<file path="src/rtl/apb_sram_ctrl.sv">
// APB slave bridging single-beat transfers onto a synchronous single-port SRAM.
// Writes take 2 cycles; reads take 3 cycles because the SRAM has a registered output.
module apb_sram_ctrl #(
    parameter int unsigned MEM_DEPTH  = 1024,
    parameter int unsigned ADDR_BITS  = 10,
    parameter int unsigned DATA_WIDTH = 32
) (
    input  logic                    clk,
    input  logic                    rstn,
    input  logic                    psel,
    input  logic                    penable,
    input  logic                    pwrite,
    input  logic [ADDR_BITS+1:0]    paddr,
    input  logic [DATA_WIDTH-1:0]   pwdata,
    output logic [DATA_WIDTH-1:0]   prdata,
    output logic                    pready,
    output logic                    pslverr,
    output logic                    sram_en,
    output logic                    sram_we,
    output logic [ADDR_BITS-1:0]    sram_addr,
    output logic [DATA_WIDTH-1:0]   sram_din,
    input  logic [DATA_WIDTH-1:0]   sram_dout,
    output logic [7:0]              err_cnt
);

    localparam int unsigned CNT_W = 8;

    typedef enum logic [2:0] {
        IDLE  = 3'd0,
        WR    = 3'd1,
        RD    = 3'd2,
        RDATA = 3'd3,
        ERR   = 3'd4
    } state_t;

    state_t                  state;
    state_t                  state_nxt;
    logic [ADDR_BITS-1:0]    addr_nxt;
    logic [DATA_WIDTH-1:0]   din_nxt;
    logic [CNT_W-1:0]        err_cnt_nxt;
    logic [ADDR_BITS-1:0]    word_c;
    logic                    bad_c;

    assign word_c = paddr[ADDR_BITS+1:2];
    assign bad_c  = (paddr[1:0] != 2'b00) || (32'(word_c) >= MEM_DEPTH);

    // State and capture registers
    always_ff @(posedge clk) begin
        if (!rstn) begin
            state     <= IDLE;
            sram_addr <= '0;
            sram_din  <= '0;
            err_cnt   <= '0;
        end else begin
            state     <= state_nxt;
            sram_addr <= addr_nxt;
            sram_din  <= din_nxt;
            err_cnt   <= err_cnt_nxt;
        end
    end

    // Next state; transfer direction is carried by the WR/RD state itself
    always_comb begin
        state_nxt   = state;
        addr_nxt    = sram_addr;
        din_nxt     = sram_din;
        err_cnt_nxt = err_cnt;
        case (state)
            IDLE: begin
                if (psel && !penable) begin
                    addr_nxt = word_c;
                    din_nxt  = pwdata;
                    if (bad_c) begin
                        state_nxt = ERR;
                    end else if (pwrite) begin
                        state_nxt = WR;
                    end else begin
                        state_nxt = RD;
                    end
                end
            end
            WR:    state_nxt = IDLE;
            RD:    state_nxt = psel ? RDATA : IDLE;
            RDATA: state_nxt = IDLE;
            ERR: begin
                state_nxt = IDLE;
                if (err_cnt != {CNT_W{1'b1}}) begin
                    err_cnt_nxt = err_cnt + CNT_W'(1);
                end
            end
            default: state_nxt = IDLE;
        endcase
    end

    // Outputs decoded from state only; reset kills any in-flight strobe
    always_comb begin
        pready  = 1'b0;
        pslverr = 1'b0;
        sram_en = 1'b0;
        sram_we = 1'b0;
        prdata  = '0;
        if (rstn) begin
            case (state)
                WR: begin
                    sram_en = 1'b1;
                    sram_we = 1'b1;
                    pready  = 1'b1;
                end
                RD: begin
                    sram_en = 1'b1;
                end
                RDATA: begin
                    pready = 1'b1;
                    prdata = sram_dout;
                end
                ERR: begin
                    pready  = 1'b1;
                    pslverr = 1'b1;
                end
                default: ;
            endcase
        end
    end

endmodule

</file>
<file path="config.mk">
export PLATFORM = sky130hd
export DESIGN_NAME = apb_sram_ctrl
export DESIGN_NICKNAME = d
export VERILOG_FILES = /design/src/rtl/apb_sram_ctrl.sv
export SDC_FILE = /design/constraint.sdc
export NUM_CORES = 1
export LEC_CHECK = 0
export CORE_MARGIN = 4
export CORE_UTILIZATION = 40
export CTS_CLUSTER_SIZE = 20
export DETAILED_ROUTE_END_ITERATION = 16
export DONT_BUFFER_PORTS = 1
export GPL_TIMING_DRIVEN = 0
export PLACE_DENSITY = 0.64
export SLEW_MARGIN = 5
export SYNTH_ARGS = -nofsm -noshare
export SYNTH_HDL_FRONTEND = slang
export SYNTH_SLANG_ARGS = --single-unit
</file>
<file path="constraint.sdc">
create_clock -name clk -period 3.35 [get_ports clk]
set_input_delay 0.5025 -clock clk [delete_from_list [all_inputs] [get_ports clk]]
set_output_delay 0.5025 -clock clk [all_outputs]
set_load 0.005 [all_outputs]
</file>
==> results.sh <==
export IMPL_initial_core_util=0.418
export IMPL_power_switching_uw=286
export IMPL_rsz0062_at_grt="no"
export IMPL_mostFrequentLayoutCell="nand2_1"
export IMPL_syn_avg_cell_area_um2=8.69
export IMPL_netlist_area_um2=2500
export IMPL_hold_viol_final=0
export IMPL_yosysSeqAreaShare=0.424
export IMPL_synthArstFlopShare=0
export IMPL_die_h_um=87.1
export IMPL_fin_nets=377
export IMPL_final_util=0.448
export IMPL_firstDrtPassIters=6
export IMPL_layoutNonFillerInstCount=371
export IMPL_drive_above_1_share=0.196
export IMPL_r2r_end="err_cnt[3]"
export IMPL_clkLatencyLatePin_ns=0.30
export IMPL_hp_start="pwdata[22]"
export IMPL_power_frac_comb=0.087
export IMPL_p_clk_frac=0.315
export IMPL_min_to="sram_din[22]"
export IMPL_fmax_mhz=435
export IMPL_r2r_start="state[1]"
export IMPL_slew_violations=0
export IMPL_maxCapViolCount=0
export IMPL_vias_per_cell=5.18
export IMPL_dieArea_um2=7590
export IMPL_core_um2=5990
export IMPL_root_buffer="clkbuf_8"
export IMPL_grt_use_total=0.149
export IMPL_yosys_cell_types_count=37
export IMPL_grt_pass1_wl_mm=9.11
export IMPL_power_density_nw_per_um2=422
export IMPL_ioPinCount=167
export IMPL_syn_inst=288
export IMPL_critPathKind="flip-flop to primary output"
export IMPL_yosysWarnings=0
export IMPL_p_int_uw=847
export IMPL_cts_tree="yes"
export IMPL_portBuffers=0
export IMPL_place_hpwl_mm=4.80
export IMPL_clk_pin_slew_ns=0.10
export IMPL_fin_crit_ns=2.30
export IMPL_r2r_setup_slack_ns=1.77
export IMPL_hp_class="primary input to flip-flop"
export IMPL_synth_edf_count=0
export IMPL_post_cts_buffers=0
export IMPL_grt_overflow=0
export IMPL_start_kind="flip-flop"
export IMPL_cts_hold_buffers=0
export IMPL_syn_num_nets=370
export IMPL_rows=28
export IMPL_die_w_um=87.1
export IMPL_setup_tns_ns=0
export IMPL_wl_per_cell_um=16.2
export IMPL_area_delta_synth_final_pct=7.25
export IMPL_irDropWorstVdd_uv=209
export IMPL_place_gp_congestion=0.790
export IMPL_diodes=0
export IMPL_pwr_share_seq=0.598
export IMPL_holdPathStages=2
export IMPL_cts_buffers=5
export IMPL_endpoint_kind="primary output"
export IMPL_status="finished, final reports clean"
export IMPL_htreeDepth=2
export IMPL_ant_nets=0
export IMPL_synth_seq_cells=53
export IMPL_r2r_cells=5
export IMPL_drt_iter0_markers=45
export IMPL_grt_pass1_vias=1795
export IMPL_synth_ff_type="dfxtp_1"
export IMPL_clkSinkCount=53
export IMPL_cp_data_arrival_time_ns=1.80
export IMPL_maxSlewHeadroom=0.707
export IMPL_setup_viol=0
export IMPL_switching_share=0.252
export IMPL_drt_wl_total_mm=6.01
export IMPL_mostFrequentLayoutCells="nand2_1 (72), dfxtp_1 (53), and2_1 (34)"
export IMPL_worst_slew_pin_slew_ns=0.439
export IMPL_grt_max_degree=17
export IMPL_antenna_found_initial=0
export IMPL_p_leak_nw=0.962
export IMPL_cts_resized=0
export IMPL_drcViolationCount=0
export IMPL_fin_crit_sh=0.687
export IMPL_worst_endpoint_required_ns=2.85
export IMPL_cp_max_fo=10
export IMPL_clockBufferDepth=2
export IMPL_place_inst=363
export IMPL_clock_skew_final_ns=0.00798
export IMPL_vias=1921
export IMPL_startpoint="state[0]"
export IMPL_fill_cells=617
[critical path, cell delays in order (launching register included)]
cell and delay, ns:
dfxtp_1 0.51, and2b_1 0.20, and3_1 0.23, clkbuf_1 0.28
and2_1 0.28
[power by group through the flow]
stage          Sequential, mW  Clock, mW  Combinational (mW)
2_1_floorplan           0.687          0              0.0837
3_3_place_gp            0.693          0              0.0997
3_5_place_dp            0.693          0               0.102
4_1_cts                 0.679      0.372               0.102
5_1_grt                 0.682      0.394               0.113
6_report                0.678      0.357              0.0987
[worst max path at each step]
stage                       to  cells past startpoint
global placement       pslverr                      3
floorplan           prdata[10]                      4
detailed placement     pslverr                      3
CTS                 prdata[30]                      4
global route        prdata[30]                      4
finish              prdata[30]                      4
[registers in the layout (all words and copies together) (netlist names)]
signal     cells
state          3
sram_addr     10
err_cnt        8
sram_din      32
[synthesized netlist by cell type (all sizes together) (2+ instances only)]
library cell	instances	share of area
clkbuf	9	0.013
a21oi	3	0.0060
dfxtp	53	0.42
nor2	4	0.0070
xnor2	2	0.0070
and3	3	0.0075
o21ai	6	0.012
buf	10	0.032
nand3	4	0.0080
nand2	91	0.16
a21boi	42	0.15
nand4	4	0.010
nand2b	4	0.010
and2	34	0.085
inv	2	0.0030
[per-layer routing]
layer  vias up  part of all wire  wire length, um  global-route usage
met3         5              0.12              742              0.0653
met5         -                 0                0                   0
met2        79              0.47             2820               0.232
li1        951                 -                -                   -
met4         0            0.0088               53              0.0377
met1       886              0.40             2390               0.189
[final cells by class]
class	instances	area [um2]	area share
sequential	53	1060	0.395
clock inverter	2	15.0	0.00559
buffer	19	115	0.0429
clock buffer	6	72.6	0.0270
tap	75	93.8	0.0350
multi-input combinational	214	1320	0.491
inverter	2	7.51	0.00280
[kinds of logic after synthesis]
group / Yosys count / synth area share
AND/OR/NAND/NOR: 152 / 0.317
AO/OA/AOI/OAI: 58 / 0.195
flip-flops: 53 / 0.424
buffers and inverters: 21 / 0.0490
XOR/XNOR: 2 / 0.00700
multiplexers: 1 / 0.00400
adder cells (fa/ha/maj): 1 / 0.00500
[stage by stage]
stage | total power [mW] | instance area [um2] | hold slack, ns | setup slack [ns]
3_5_place_dp | 0.795 | 2600 | 0.468 | 1.34
3_3_place_gp | 0.793 | 2600 | 0.460 | 1.31
4_1_cts | 1.15 | 2680 | 0.307 | 1.04
5_1_grt | 1.19 | 2680 | 0.305 | 0.890
2_1_floorplan | 0.771 | 2500 | 0.451 | 1.64
6_report | 1.13 | 2680 | 0.318 | 1.05
(Power assumes the default switching activity.)
